==> src/rtl/lcd_refresh_if.sv <==
// Bus between the calculator logic and the LCD refresh controller.
// The controller also owns the LCD pins, which are carried here so the
// whole block connects through one port.
interface lcd_refresh_if;
    // Write port semantics: there is no valid/ready pairing. Any strobe
    // (wr_en, clr_req, reinit) is accepted in every cycle it is high and is
    // never back-pressured. clr_req beats wr_en in the same cycle.
    logic       wr_en;
    logic [4:0] wr_addr;
    logic [7:0] wr_data;
    logic       clr_req;
    logic       reinit;

    // LCD pins and status, all registered inside the controller.
    logic       lcd_e;
    logic       lcd_rs;
    logic       lcd_rw;
    logic [7:0] lcd_data;
    logic       ready;
    logic       frame_done;

    // Current sequencer state, for observation only.
    logic [3:0] fsm_state;

    // Calculator side.
    modport master (
        output wr_en, wr_addr, wr_data, clr_req, reinit,
        input  lcd_e, lcd_rs, lcd_rw, lcd_data, ready, frame_done, fsm_state
    );

    // Controller side.
    modport slave (
        input  wr_en, wr_addr, wr_data, clr_req, reinit,
        output lcd_e, lcd_rs, lcd_rw, lcd_data, ready, frame_done, fsm_state
    );
endinterface

==> src/rtl/lcd_refresh_ctrl.sv <==
// HD44780-style 8-bit LCD sequencer: power-up delay, init command set,
// then endless repaint of a 32-character buffer (2 lines x 16 columns).
// Time is divided into slots of 2*TICK_DIV cycles; a transaction slot
// holds rs/rw/data for the whole slot and raises lcd_e for the first half.
module lcd_refresh_ctrl #(
    parameter int TICK_DIV  = 5,
    parameter int PWR_SLOTS = 35,
    parameter int CLR_SLOTS = 100,
    parameter int GAP_SLOTS = 200
) (
    input  logic         clk,
    input  logic         rst,
    lcd_refresh_if.slave bus
);
    localparam int SLOT_LEN = 2 * TICK_DIV;
    localparam int CYC_W    = (SLOT_LEN > 1) ? $clog2(SLOT_LEN) : 1;
    localparam int MAX_A    = (PWR_SLOTS > CLR_SLOTS) ? PWR_SLOTS : CLR_SLOTS;
    localparam int MAX_B    = (MAX_A > GAP_SLOTS) ? MAX_A : GAP_SLOTS;
    localparam int MAX_C    = (MAX_B > 17) ? MAX_B : 17;
    localparam int CNT_W    = $clog2(MAX_C + 1);

    localparam logic [CYC_W-1:0] LAST_CYC  = CYC_W'(SLOT_LEN - 1);
    localparam logic [CYC_W-1:0] HALF_CYC  = CYC_W'(TICK_DIV);
    localparam logic [CNT_W-1:0] LAST_PWR  = CNT_W'(PWR_SLOTS - 1);
    localparam logic [CNT_W-1:0] LAST_CLR  = CNT_W'(CLR_SLOTS - 1);
    localparam logic [CNT_W-1:0] LAST_GAP  = CNT_W'(GAP_SLOTS - 1);
    // In a line, slot 0 is the address command and slots 1..16 are characters.
    localparam logic [CNT_W-1:0] LAST_CHAR = CNT_W'(16);

    typedef enum logic [3:0] {
        PWR_WAIT = 4'd0,
        FUNC_SET = 4'd1,
        DISP_ON  = 4'd2,
        ENTRY    = 4'd3,
        CLEAR    = 4'd4,
        CLR_WAIT = 4'd5,
        LINE1    = 4'd6,
        LINE2    = 4'd7,
        GAP      = 4'd8
    } state_t;

    state_t           state, state_n;
    logic [CNT_W-1:0] slot, slot_n;
    logic [CYC_W-1:0] cyc, cyc_n;
    logic             pending, pending_n;
    logic             slot_end;

    logic             e_q, e_n;
    logic             rs_q, rs_n;
    logic             rw_q, rw_n;
    logic [7:0]       data_q, data_n;
    logic             ready_q, ready_n;
    logic             done_q, done_n;
    logic [4:0]       rd_idx;

    logic [7:0]       char_buf [32];

    assign slot_end = (cyc == LAST_CYC);

    // Character buffer: reset and clr_req fill with spaces; clr_req drops a same-cycle write.
    always_ff @(posedge clk) begin
        if (rst || bus.clr_req) begin
            for (int i = 0; i < 32; i++) begin
                char_buf[i] <= 8'h20;
            end
        end else if (bus.wr_en) begin
            char_buf[bus.wr_addr] <= bus.wr_data;
        end
    end

    // Next-state and next-output logic; outputs are computed for the upcoming cycle.
    always_comb begin
        state_n   = state;
        slot_n    = slot;
        cyc_n     = cyc + CYC_W'(1);
        pending_n = pending | bus.reinit;
        rs_n      = rs_q;
        rw_n      = rw_q;
        data_n    = data_q;
        rd_idx    = 5'd0;

        if (slot_end) begin
            cyc_n     = '0;
            pending_n = 1'b0;
            slot_n    = slot + CNT_W'(1);
            if (pending || bus.reinit) begin
                // A reinit only ever lands on a slot boundary, so lcd_e is never cut short.
                state_n = FUNC_SET;
                slot_n  = '0;
            end else begin
                case (state)
                    PWR_WAIT: if (slot == LAST_PWR) begin
                        state_n = FUNC_SET;
                        slot_n  = '0;
                    end
                    FUNC_SET: begin
                        state_n = DISP_ON;
                        slot_n  = '0;
                    end
                    DISP_ON: begin
                        state_n = ENTRY;
                        slot_n  = '0;
                    end
                    ENTRY: begin
                        state_n = CLEAR;
                        slot_n  = '0;
                    end
                    CLEAR: begin
                        state_n = CLR_WAIT;
                        slot_n  = '0;
                    end
                    CLR_WAIT: if (slot == LAST_CLR) begin
                        state_n = LINE1;
                        slot_n  = '0;
                    end
                    LINE1: if (slot == LAST_CHAR) begin
                        state_n = LINE2;
                        slot_n  = '0;
                    end
                    LINE2: if (slot == LAST_CHAR) begin
                        state_n = GAP;
                        slot_n  = '0;
                    end
                    GAP: if (slot == LAST_GAP) begin
                        state_n = LINE1;
                        slot_n  = '0;
                    end
                    default: begin
                        state_n = PWR_WAIT;
                        slot_n  = '0;
                    end
                endcase
            end
        end

        // rs/rw/data are loaded on the edge that opens a slot and held for the
        // whole slot, so a buffer write during the slot cannot change the bus.
        if (cyc_n == '0) begin
            rs_n   = 1'b0;
            rw_n   = 1'b0;
            rd_idx = {(state_n == LINE2), slot_n[3:0] - 4'd1};
            case (state_n)
                FUNC_SET: data_n = 8'h3C;
                DISP_ON:  data_n = 8'h0C;
                ENTRY:    data_n = 8'h06;
                CLEAR:    data_n = 8'h01;
                LINE1, LINE2: begin
                    if (slot_n == '0) begin
                        data_n = (state_n == LINE1) ? 8'h80 : 8'hC0;
                    end else begin
                        rs_n   = 1'b1;
                        data_n = char_buf[rd_idx];
                    end
                end
                default: begin
                    rw_n   = 1'b1;
                    data_n = 8'h00;
                end
            endcase
        end

        e_n     = !(state_n inside {PWR_WAIT, CLR_WAIT, GAP}) && (cyc_n < HALF_CYC);
        ready_n = state_n inside {LINE1, LINE2, GAP};
        done_n  = (state_n == LINE2) && (slot_n == LAST_CHAR) && (cyc_n == LAST_CYC);
    end

    // State, counters and registered LCD outputs.
    always_ff @(posedge clk) begin
        if (rst) begin
            state   <= PWR_WAIT;
            slot    <= '0;
            cyc     <= '0;
            pending <= 1'b0;
            e_q     <= 1'b0;
            rs_q    <= 1'b0;
            rw_q    <= 1'b1;
            data_q  <= 8'h00;
            ready_q <= 1'b0;
            done_q  <= 1'b0;
        end else begin
            state   <= state_n;
            slot    <= slot_n;
            cyc     <= cyc_n;
            pending <= pending_n;
            e_q     <= e_n;
            rs_q    <= rs_n;
            rw_q    <= rw_n;
            data_q  <= data_n;
            ready_q <= ready_n;
            done_q  <= done_n;
        end
    end

    assign bus.lcd_e      = e_q;
    assign bus.lcd_rs     = rs_q;
    assign bus.lcd_rw     = rw_q;
    assign bus.lcd_data   = data_q;
    assign bus.ready      = ready_q;
    assign bus.frame_done = done_q;
    assign bus.fsm_state  = state;
endmodule
==> src/flat_wrapper.sv <==
// flat-port wrapper written by rule: the top's interface ports become plain ports
module lcd_refresh_ctrl_flat 
#(
    parameter int TICK_DIV  = 5,
    parameter int PWR_SLOTS = 35,
    parameter int CLR_SLOTS = 100,
    parameter int GAP_SLOTS = 200
)
  (clk, rst, bus_wr_en, bus_wr_addr, bus_wr_data, bus_clr_req, bus_reinit, bus_lcd_e, bus_lcd_rs, bus_lcd_rw, bus_lcd_data, bus_ready, bus_frame_done, bus_fsm_state);
  lcd_refresh_if bus_i ();
  input  logic clk;
  input  logic rst;
  input wire logic [$bits(bus_i.wr_en)-1:0] bus_wr_en;
  input wire logic [$bits(bus_i.wr_addr)-1:0] bus_wr_addr;
  input wire logic [$bits(bus_i.wr_data)-1:0] bus_wr_data;
  input wire logic [$bits(bus_i.clr_req)-1:0] bus_clr_req;
  input wire logic [$bits(bus_i.reinit)-1:0] bus_reinit;
  output wire logic [$bits(bus_i.lcd_e)-1:0] bus_lcd_e;
  output wire logic [$bits(bus_i.lcd_rs)-1:0] bus_lcd_rs;
  output wire logic [$bits(bus_i.lcd_rw)-1:0] bus_lcd_rw;
  output wire logic [$bits(bus_i.lcd_data)-1:0] bus_lcd_data;
  output wire logic [$bits(bus_i.ready)-1:0] bus_ready;
  output wire logic [$bits(bus_i.frame_done)-1:0] bus_frame_done;
  output wire logic [$bits(bus_i.fsm_state)-1:0] bus_fsm_state;
  assign bus_i.wr_en = bus_wr_en;
  assign bus_i.wr_addr = bus_wr_addr;
  assign bus_i.wr_data = bus_wr_data;
  assign bus_i.clr_req = bus_clr_req;
  assign bus_i.reinit = bus_reinit;
  assign bus_lcd_e = bus_i.lcd_e;
  assign bus_lcd_rs = bus_i.lcd_rs;
  assign bus_lcd_rw = bus_i.lcd_rw;
  assign bus_lcd_data = bus_i.lcd_data;
  assign bus_ready = bus_i.ready;
  assign bus_frame_done = bus_i.frame_done;
  assign bus_fsm_state = bus_i.fsm_state;
  lcd_refresh_ctrl #(.TICK_DIV(TICK_DIV), .PWR_SLOTS(PWR_SLOTS), .CLR_SLOTS(CLR_SLOTS), .GAP_SLOTS(GAP_SLOTS)) u_core (.clk(clk), .rst(rst), .bus(bus_i));
endmodule
==> config.mk <==
export PLATFORM = sky130hd
export DESIGN_NAME = lcd_refresh_ctrl_flat
export DESIGN_NICKNAME = d
export VERILOG_FILES = /design/src/rtl/lcd_refresh_if.sv /design/src/rtl/lcd_refresh_ctrl.sv /design/src/flat_wrapper.sv
export SDC_FILE = /design/constraint.sdc
export NUM_CORES = 1
export LEC_CHECK = 0
export ABC_AREA = 0
export CORE_ASPECT_RATIO = 0.6
export CORE_MARGIN = 2
export CORE_UTILIZATION = 55
export CTS_BUF_LIST = sky130_fd_sc_hd__clkbuf_4
export CTS_CLUSTER_SIZE = 10
export DETAILED_ROUTE_END_ITERATION = 16
export DONT_BUFFER_PORTS = 1
export PLACE_DENSITY = 0.82
export SYNTH_ARGS = -nofsm -noshare
export SYNTH_HDL_FRONTEND = slang
export SYNTH_SLANG_ARGS = --single-unit
==> constraint.sdc <==
create_clock -name clk -period 4.3 [get_ports clk]
set_input_delay 0.645 -clock clk [delete_from_list [all_inputs] [get_ports clk]]
set_output_delay 0.645 -clock clk [all_outputs]
set_load 0.01 [all_outputs]
==> impl_metrics.json, run 1 <==
{
  "status": "complete, no violations",
  "synth_cells": 1262,
  "cts_tree": "built",
  "max-slew-margin-rel_pct": 27.3,
  "synth-xor-area-share_pct": 0.699,
  "critPathSlowestCell": "mux2i_1",
  "ioPinCount": 35,
  "fp.dieH_microns": 131,
  "synth.most_common_cell": "edfxtp_1",
  "antenna_left": 0,
  "crit_fanout": 22,
  "drtPass1Iterations": 6,
  "grt_pass1_vias": 10800,
  "finClkSkew_ns": 0.0281,
  "worstPathRequired_ns": 4.91,
  "drt-total-wl_microns": 41200,
  "vias": 11100,
  "switching_share_pct": 23.6,
  "yosysSeqAreaShare_pct": 56.4,
  "power_leakage_nw": 5.99,
  "wl_per_cell_microns": 23.7,
  "synthMuxAreaShare_pct": 7.29,
  "core-area_sq_mm": 0.0263,
  "dp_cells": 1601,
  "async_flop_share_pct": 0,
  "gp_congestion": 0.947,
  "rsz0062_at_grt": "false",
  "cts_made_buffers": 71,
  "cap_violations": 0,
  "ys_ff_latch": 286,
  "hp-class": "input port to flop",
  "synthTopCellsByArea": "edfxtp_1 52%, and2_1 9.7%, mux4_2 6.0%",
  "drive_gt1_share_pct": 19.2,
  "synth_top_family_by_area": "simple AND/OR/NAND/NOR gates",
  "ir_drop_mv": 0.249,
  "post-route-period-util_pct": 96.4,
  "postCtsSetupRepairBufs": 0,
  "synthSimpleGateAreaFrac_pct": 22.2,
  "viasPerCell": 6.40,
  "design.die.area_sq_mm": 0.0281,
  "port_buffers": 0,
  "finalSetupTns_ns": 0,
  "area_growth_pct": 11.5,
  "ys.warnings.count": 0,
  "startpoint_type": "flop",
  "p_comb_share_pct": 4.5,
  "drc": 0,
  "avgSynthCellArea_sq_um": 11.6,
  "cts_max_path_buffers": 3,
  "seq_power_share_pct": 56.5,
  "drv_slew": 0,
  "grt_max_degree": 34,
  "yosys.area.top_type": "edfxtp_1",
  "initial_core_util_pct": 55.8,
  "synthFlopType": "edfxtp_1",
  "cts_sinks": 286,
  "h-tree-depth": 3,
  "tightestPinTransition_ns": 1.09,
  "p_per_area_mw_per_mm2": 347,
  "grt_util_all_layers_pct": 30.3,
  "cts.clk_slew.worst_paths_ns": 0.08,
  "grt_pass1_wl_microns": 62900,
  "max_stage_delay_ns": 0.52,
  "num_rows": 46,
  "drtIter0Drc": 1740,
  "finalCriticalPeriod_ns": 4.15,
  "antenna_found_initial": 3,
  "p_sw_w": 0.00134,
  "r2r_slack_ns": 0.15,
  "dieWidth_microns": 215,
  "layout.nets": 1355,
  "synth_fa_ha_area_share_pct": 0.682,
  "synth_common_cells": "256 x edfxtp_1, 227 x and2_1, 90 x nor2_1",
  "hpwl_microns": 27400,
  "synth-compound-area-share_pct": 9.19,
  "clkPwrFrac_pct": 39.1,
  "path_class": "flop to flop",
  "instances_no_fill": 1741,
  "synth-edff-count": 256,
  "worstPathCellList": "ha_1 > and4b_4 > a2111oi_4 > or2_4 > nor2_2 > o21ai_2 > inv_2 > buf_6 > ha_1 > xor2_2 > buf_4 > mux2i_1 > mux2i_1 > o21ai_1 > o22ai_1",
  "hold_violations": 0,
  "synthDistinctLibCells": 78,
  "cts_root_buf": "clkbuf_4",
  "critPathArrivalTime_ns": 4.75,
  "synth_top_area_share_pct": 52.4,
  "p_int_w": 0.00435,
  "final-setup-viol-count": 0,
  "synth_nets": 1288,
  "critPathCaptureType": "flop",
  "overflow": 0,
  "syn-cell-area_sq_mm": 0.0147,
  "clkLatencyLatePin_ns": 0.76,
  "max_freq_mhz": 241
}
[worst max-delay path, delay by kind of cell (launching register included)]
kind | cells | cell delay, ns
xor+xnor | 1 | 0.35
flops | 1 | 0.44
buf+inv | 3 | 0.71
fa+ha+maj | 2 | 0.57
compound gates | 4 | 0.44
simple gates | 3 | 0.77
mux | 2 | 0.70
[final timing paths]
kind,depth (start not counted),start,endpoint
setup reg to reg,15,u_core.slot[1],u_core.bus.lcd_data[1]
hold / removal,1,rst,u_core.bus.lcd_data[5]
setup / recovery,15,u_core.slot[1],u_core.bus.lcd_data[1]
hold reg to reg,2,u_core.bus.lcd_rw,u_core.bus.lcd_rw
[final cells by class]
type	count	area, sq um
fillers	2040	9930
clock buffers	103	773
repair buffers	98	797
diodes	3	7.51
inverters	15	56.3
clock inverters	19	76.3
well taps	360	450
multi-input cells	857	5930
flip-flops and latches	286	8290
[cells in the final DEF (no fill, tap or decap), types with 14 or more instances in the layout]
master	Yosys	routed
mux2i_1	17	17
nor3_1	57	57
clkinv_1	0	15
o31ai_1	14	14
buf_4	1	80
edfxtp_1	256	256
nand3_1	17	17
dlygate4sd3_1	0	15
o21ai_0	57	57
dfxtp_1	30	30
inv_1	14	14
mux4_2	39	39
nand2_1	58	58
nor2_1	90	89
and2_1	227	227
or3_1	53	53
a21oi_1	39	38
clkbuf_4	0	103
[kinds of logic after synthesis]
| family | after synthesis |
|---|---|
| compound gates | 200 |
| fa+ha+maj | 8 |
| flops | 286 |
| simple gates | 581 |
| mux | 58 |
| xor+xnor | 10 |
| buf+inv | 119 |
[through the flow]
stage	hold WS [ns]	instance area, sq um	setup slack (ns)	utilization [%]	power, W
6_report	0.0432	16400	0.154	62.3	0.00569
3_3_place_gp	0.489	15400	0.170	58.4	0.00350
4_1_cts	0.00338	16400	0.00116	62.2	0.00569
3_5_place_dp	0.493	15400	0.0582	58.4	0.00351
2_1_floorplan	0.481	14700	0.269	-	0.00341
5_1_grt	0.00485	16400	0.0280	62.2	0.00588
[layer usage]
layer	wire, microns	up-vias	global-route usage (%)
li1	-	4853	-
met1	16800	5301	43.6
met2	16400	877	41.5
met3	7200	101	13.3
met4	814	2	8.58
met5	13	-	0
[state kept, by name, summed over array words and instances (netlist names), 4 cells and up]
signal,flops
u_core.bus.fsm_state,4
u_core.cyc,4
u_core.slot,8
u_core.char_buf,256
u_core.bus.lcd_data,8
[timing repair]
| item | CTS | global route |
|---|---|---|
| hold buffers | 15 | 0 |
| endpoints found under the setup margin | 0 | 6 |
| gates resized for setup | 0 | 5 |
| hold endpoints to repair | 25 | 0 |
[power groups by stage]
stage               Sequential, W  Combinational (W)  Clock, W
CTS                       0.00321           0.000246   0.00224
finish                    0.00321           0.000254   0.00222
floorplan                 0.00324           0.000174         0
global placement          0.00326           0.000234         0
global route              0.00322           0.000269   0.00239
detailed placement        0.00327           0.000241         0
(Power assumes the default switching activity.)
==> inputs of run 2 (changes only) <==
--- a/config.mk
+++ b/config.mk
@@ -8,12 +8,12 @@
 export ABC_AREA = 0
 export CORE_ASPECT_RATIO = 0.6
 export CORE_MARGIN = 2
-export CORE_UTILIZATION = 55
+export CORE_UTILIZATION = 57
 export CTS_BUF_LIST = sky130_fd_sc_hd__clkbuf_4
 export CTS_CLUSTER_SIZE = 10
 export DETAILED_ROUTE_END_ITERATION = 16
 export DONT_BUFFER_PORTS = 1
-export PLACE_DENSITY = 0.82
+export PLACE_DENSITY = 0.87
 export SYNTH_ARGS = -nofsm -noshare
 export SYNTH_HDL_FRONTEND = slang
 export SYNTH_SLANG_ARGS = --single-unit
==> impl_metrics.json, run 2 (synthesized netlist as in run 1, its figures left out) <==
{
  "initial_core_util_pct": 58.1,
  "critPathSlowestCell": "dfxtp_1",
  "finalCriticalPeriod_ns": 4.11,
  "critPathArrivalTime_ns": 4.76,
  "switching_share_pct": 23.4,
  "cts_made_buffers": 69,
  "placed_area_sq_mm": 0.0152,
  "r2r_slack_ns": 0.19,
  "path_buf_inv": 4,
  "grt_util_met2_pct": 41.6,
  "finalSetupTns_ns": 0,
  "fp.dieH_microns": 128,
  "min-delay-start": "bus_wr_data[5]",
  "crit_fanout": 30,
  "register_area_sq_mm": 0.00829,
  "antenna_left": 0,
  "hp-class": "input port to flop",
  "dp_cells": 1551,
  "dieWidth_microns": 211,
  "overflow": 0,
  "vias": 11100,
  "h-tree-depth": 3,
  "layout_commonest_cell": "edfxtp_1",
  "drc": 0,
  "grtUsageMet3_pct": 16.1,
  "finClkSkew_ns": 0.0622,
  "viasPerCell": 6.64,
  "hpwl_microns": 28000,
  "multi_input_area_sq_mm": 0.00593,
  "wl_per_cell_microns": 25.3,
  "max_stage_delay_ns": 0.44,
  "seq_power_share_pct": 54.9,
  "p_per_area_mw_per_mm2": 363,
  "ir_drop_mv": 0.308,
  "use_met1_pct": 45.9,
  "num_rows": 45,
  "most-common-layout-cells": "256 x edfxtp_1, 227 x and2_1, 106 x clkbuf_4",
  "cts_sinks": 286,
  "critPathCaptureType": "flop",
  "drv_slew": 0,
  "path_class": "flop to flop",
  "cts_root_buf": "clkbuf_4",
  "worstPathRequired_ns": 4.94,
  "largest_register_ffs": 256,
  "gp_congestion": 0.984,
  "cts.clk_slew.worst_paths_ns": 0.08,
  "ioPinCount": 35,
  "clkLatencyLatePin_ns": 0.81,
  "cts_tree": "built",
  "path_depth": 16,
  "core-area_sq_mm": 0.0253,
  "drtIter0Drc": 1982,
  "p_comb_share_pct": 4.3,
  "clkPwrFrac_pct": 40.7,
  "p_sw_w": 0.00137,
  "area_growth_pct": 9.72,
  "grt_pass1_vias": 10700,
  "critPathTopFamily": "buffers and inverters",
  "design.die.area_sq_mm": 0.0271,
  "regMostFlops": "u_core.char_buf",
  "startpoint_type": "flop",
  "rsz0062_at_grt": "false",
  "grt_pass1_wl_microns": 63700,
  "drive_gt1_share_pct": 18.6,
  "antenna_found_initial": 2,
  "tightestPinTransition_ns": 1.22,
  "final-setup-viol-count": 0,
  "layout.nets": 1320,
  "grt_util_all_layers_pct": 32.1,
  "max_freq_mhz": 243,
  "rr_startpoint": "u_core.slot[0]",
  "max-slew-margin-rel_pct": 18.5,
  "reg2regPathDepth": 16,
  "postCtsSetupRepairBufs": 0,
  "p_int_w": 0.00449,
  "setup_slack_ns": 0.185,
  "top_usage_layer": "met1",
  "cap_violations": 0,
  "place_ws_ns": 0.157,
  "port_buffers": 0,
  "final_area_sq_mm": 0.0161,
  "drt-total-wl_microns": 42300,
  "grt_max_degree": 44,
  "crit_start": "u_core.slot[0]",
  "worstPathCellList": "inv_1 > ha_1 > and4bb_1 > a211oi_2 > or2_4 > nor2_2 > o21ai_2 > inv_2 > ha_4 > buf_4 > buf_6 > mux4_2 > mux2i_1 > o21ai_0 > o211ai_2 > nand3b_1",
  "post-route-period-util_pct": 95.7,
  "power_leakage_nw": 5.82,
  "hold_depth": 1,
  "instances_no_fill": 1674,
  "hold_violations": 0,
  "cts_max_path_buffers": 3,
  "nFillCells": 1915,
  "status": "complete, no violations",
  "drtPass1Iterations": 6
}
run 2: final timing paths:
path | to
max reg2reg | u_core.bus.lcd_data[6]
max | u_core.bus.lcd_data[6]
min | u_core.char_buf[11][5]
min reg2reg | u_core.bus.lcd_rs
run 2: what timing repair did:
action                                  CTS  global route
hold buffers                              1             0
gates resized for setup                   0             4
hold endpoints to repair                 27             0
endpoints found under the setup margin    0             6
run 2: cell type report:
type                            count  area share, %
Clock buffer                      106           4.94
Sequential cell                   286           51.4
Timing Repair Buffer               65           3.17
Tap cell                          329           2.55
Inverter                           15          0.349
Multi-Input combinational cell    857           36.8
Clock inverter                     12          0.683
Antenna cell                        4         0.0621
run 2: routing by layer:
layer | vias to the layer above | routed length, microns
li1 | 4777 | -
met3 | 122 | 7680
met2 | 907 | 16600
met1 | 5301 | 16800
met4 | 2 | 1120
met5 | - | 132
run 2: worst reg2reg max path: cells and delay by family (launching register included):
| family | cells | cell delay, ns |
|---|---|---|
| AO/OA/AOI/OAI | 4 | 0.84 |
| adder cells (fa/ha/maj) | 2 | 0.57 |
| buffers and inverters | 4 | 0.94 |
| flip-flops | 1 | 0.44 |
| multiplexers | 2 | 0.61 |
| AND/OR/NAND/NOR | 4 | 0.58 |
run 2: through the flow:
step | utilization (%) | hold WS (ns) | power (W)
6_report | 63.7 | 0.0265 | 0.00586
5_1_grt | 63.7 | 0.00598 | 0.00601
4_1_cts | 63.6 | 0.00340 | 0.00584
3_5_place_dp | 60.0 | 0.495 | 0.00351
3_3_place_gp | 60.0 | 0.487 | 0.00350
2_1_floorplan | - | 0.481 | 0.00341
run 2: power by group through the flow:
stage / sequential (W) / clock [W] / combinational [W]
2_1_floorplan: 0.00324 / 0 / 0.000174
3_3_place_gp: 0.00327 / 0 / 0.000232
3_5_place_dp: 0.00327 / 0 / 0.000240
4_1_cts: 0.00321 / 0.00238 / 0.000246
5_1_grt: 0.00322 / 0.00252 / 0.000269
6_report: 0.00322 / 0.00239 / 0.000253
==> inputs of run 3 (changes only) <==
--- a/config.mk
+++ b/config.mk
@@ -6,14 +6,17 @@
 export NUM_CORES = 1
 export LEC_CHECK = 0
 export ABC_AREA = 0
+export CELL_PAD_IN_SITES_DETAIL_PLACEMENT = 1
+export CELL_PAD_IN_SITES_GLOBAL_PLACEMENT = 1
 export CORE_ASPECT_RATIO = 0.6
 export CORE_MARGIN = 2
-export CORE_UTILIZATION = 57
+export CORE_UTILIZATION = 49
 export CTS_BUF_LIST = sky130_fd_sc_hd__clkbuf_4
 export CTS_CLUSTER_SIZE = 10
 export DETAILED_ROUTE_END_ITERATION = 16
 export DONT_BUFFER_PORTS = 1
-export PLACE_DENSITY = 0.87
+export PLACE_DENSITY = 0.9
+export REMOVE_ABC_BUFFERS = 1
 export SYNTH_ARGS = -nofsm -noshare
 export SYNTH_HDL_FRONTEND = slang
 export SYNTH_SLANG_ARGS = --single-unit
==> constraint.sdc (replaced) <==
create_clock -name clk -period 4.3 [get_ports clk]
set_input_delay 0.43 -clock clk [delete_from_list [all_inputs] [get_ports clk]]
set_output_delay 0.43 -clock clk [all_outputs]
set_load 0.01 [all_outputs]
==> impl_metrics.json, run 3 (synthesized netlist as in run 1, its figures left out) <==
{
  "viasPerCell": 6.48,
  "dieWidth_microns": 227,
  "cts.clk_slew.worst_paths_ns": 0.08,
  "gp_congestion": 0.935,
  "port_buffers": 0,
  "dp_cells": 1640,
  "overflow": 0,
  "layout_commonest_cell": "edfxtp_1",
  "rr_startpoint": "u_core.slot[1]",
  "path_class": "flop to flop",
  "regMostFlops": "u_core.char_buf",
  "final_area_sq_mm": 0.0165,
  "fp.dieH_microns": 138,
  "r2r_slack_ns": 0.14,
  "cts_tree": "built",
  "finClkSkew_ns": 0.0415,
  "crit_fanout": 12,
  "post-route-util_pct": 55.7,
  "setup_slack_ns": 0.140,
  "core-area_sq_mm": 0.0297,
  "drtIter0Drc": 1494,
  "max-slew-margin-rel_pct": 23.2,
  "placed_area_sq_mm": 0.0154,
  "p_sw_w": 0.00147,
  "hold_violations": 0,
  "critPathArrivalTime_ns": 4.79,
  "h-tree-depth": 3,
  "reg2regPathDepth": 16,
  "status": "complete, no violations",
  "cts_made_buffers": 68,
  "layout.nets": 1343,
  "vias": 11500,
  "instances_no_fill": 1776,
  "ioPinCount": 35,
  "hpwl_microns": 33000,
  "startpoint_type": "flop",
  "design.die.area_sq_mm": 0.0314,
  "grt_max_degree": 35,
  "cap_violations": 0,
  "p_per_area_mw_per_mm2": 360,
  "worstPathRequired_ns": 4.93,
  "crit_start": "u_core.slot[1]",
  "num_rows": 49,
  "grt_pass1_wl_microns": 75400,
  "clkPwrFrac_pct": 40.4,
  "post-route-period-util_pct": 96.7,
  "tightestPinTransition_ns": 1.14,
  "p_comb_share_pct": 5.5,
  "switching_share_pct": 24.7,
  "seq_power_share_pct": 54.1,
  "drt-total-wl_microns": 50300,
  "max_freq_mhz": 240,
  "wl_per_cell_microns": 28.3,
  "grt_util_all_layers_pct": 32.6,
  "cts_sinks": 286,
  "hp-class": "input port to flop",
  "cts_max_path_buffers": 3,
  "antenna_left": 0,
  "place_ws_ns": -0.174,
  "p_int_w": 0.00448,
  "final-setup-viol-count": 0,
  "nFillCells": 3083,
  "area_growth_pct": 12.7,
  "cts_root_buf": "clkbuf_4",
  "clkLatencyLatePin_ns": 0.77,
  "hold_depth": 2,
  "rsz0062_at_grt": "false",
  "power_leakage_nw": 6.00,
  "initial_core_util_pct": 49.4,
  "largest_register_ffs": 256,
  "drv_slew": 0,
  "finalCriticalPeriod_ns": 4.16,
  "drtPass1Iterations": 6,
  "ir_drop_mv": 0.238,
  "critPathCaptureType": "flop",
  "antenna_found_initial": 0,
  "min-delay-start": "bus_wr_data[6]",
  "most-common-layout-cells": "256 x edfxtp_1, 227 x and2_1, 103 x clkbuf_4",
  "drc": 0,
  "drive_gt1_share_pct": 20.3,
  "grt_pass1_vias": 11800
}
==> run 3: cell types whose count changed in the layout (fill, tap and decap cells not counted), moves of 2 or more <==
| cell | previous run | this run |
|---|---|---|
| dlygate4sd3_1 | 1 | 3 |
| buf_4 | 61 | 72 |
| clkbuf_4 | 106 | 103 |
| clkinv_1 | 6 | 9 |
| clkinv_2 | 0 | 2 |
| diode_2 | 4 | 1 |
| buf_12 | 1 | 12 |
==> run 3: power groups by stage <==
stage               logic, W  clock network, W  registers, W
floorplan           0.000148                 0       0.00324
global route        0.000341           0.00257       0.00323
global placement    0.000231                 0       0.00327
CTS                 0.000315           0.00243       0.00322
detailed placement  0.000245                 0       0.00328
finish              0.000325           0.00241       0.00322
==> run 3: cell type report <==
class | instances | area [sq um] | share of cell area [%]
Tap cell | 408 | 510 | 3.08
Clock inverter | 17 | 130 | 0.786
Multi-Input combinational cell | 857 | 5950 | 36.0
Sequential cell | 286 | 8290 | 50.1
Timing Repair Buffer | 89 | 833 | 5.04
Antenna cell | 1 | 2.50 | 0.0151
Clock buffer | 103 | 773 | 4.67
Inverter | 15 | 56.3 | 0.340
==> run 3: through the flow <==
stage               setup TNS, ns  hold slack (ns)  total power, W
floorplan                  -15.79            0.474         0.00339
global route                    0           0.0452         0.00614
CTS                             0           0.0218         0.00596
global placement                0            0.505         0.00350
finish                          0           0.0674         0.00595
detailed placement         -0.407            0.506         0.00352
==> run 3: final timing paths <==
| kind | end |
|---|---|
| worst max-delay path | u_core.bus.lcd_data[2] |
| worst min-delay path | u_core.char_buf[0][6] |
| worst max register to register | u_core.bus.lcd_data[2] |
| worst min register to register | u_core.cyc[0] |
==> run 3: worst max-delay path, stage by stage, from the launching register on <==
cell and delay [ns]:
dfxtp_1 0.47, ha_2 0.28, and4b_4 0.28, a2111oi_4 0.09, or2_4 0.29, nor2_2 0.24, nor2_1 0.13, a21oi_2 0.26
ha_4 0.32, nand2b_2 0.27, buf_4 0.20, or3_1 0.29, o311ai_0 0.17, a21oi_1 0.12, o21a_1 0.25, o311ai_1 0.26
o211ai_1 0.12
==> run 3: timing repair <==
item	CTS	global route
pin swaps	0	1
setup buffers	0	3
setup endpoints to repair	7	7
hold endpoints to repair	286	0
hold buffers	12	0
gates resized for setup	3	9
==> run 3: routing by layer <==
metal	share of wire, %	up-vias	routed length (microns)	track usage, %
li1	-	4830	-	-
met1	41	5809	20400	45.5
met2	45	735	22500	48.4
met3	12	130	5960	10.0
met4	2.8	0	1390	11.0
met5	0	-	0	0
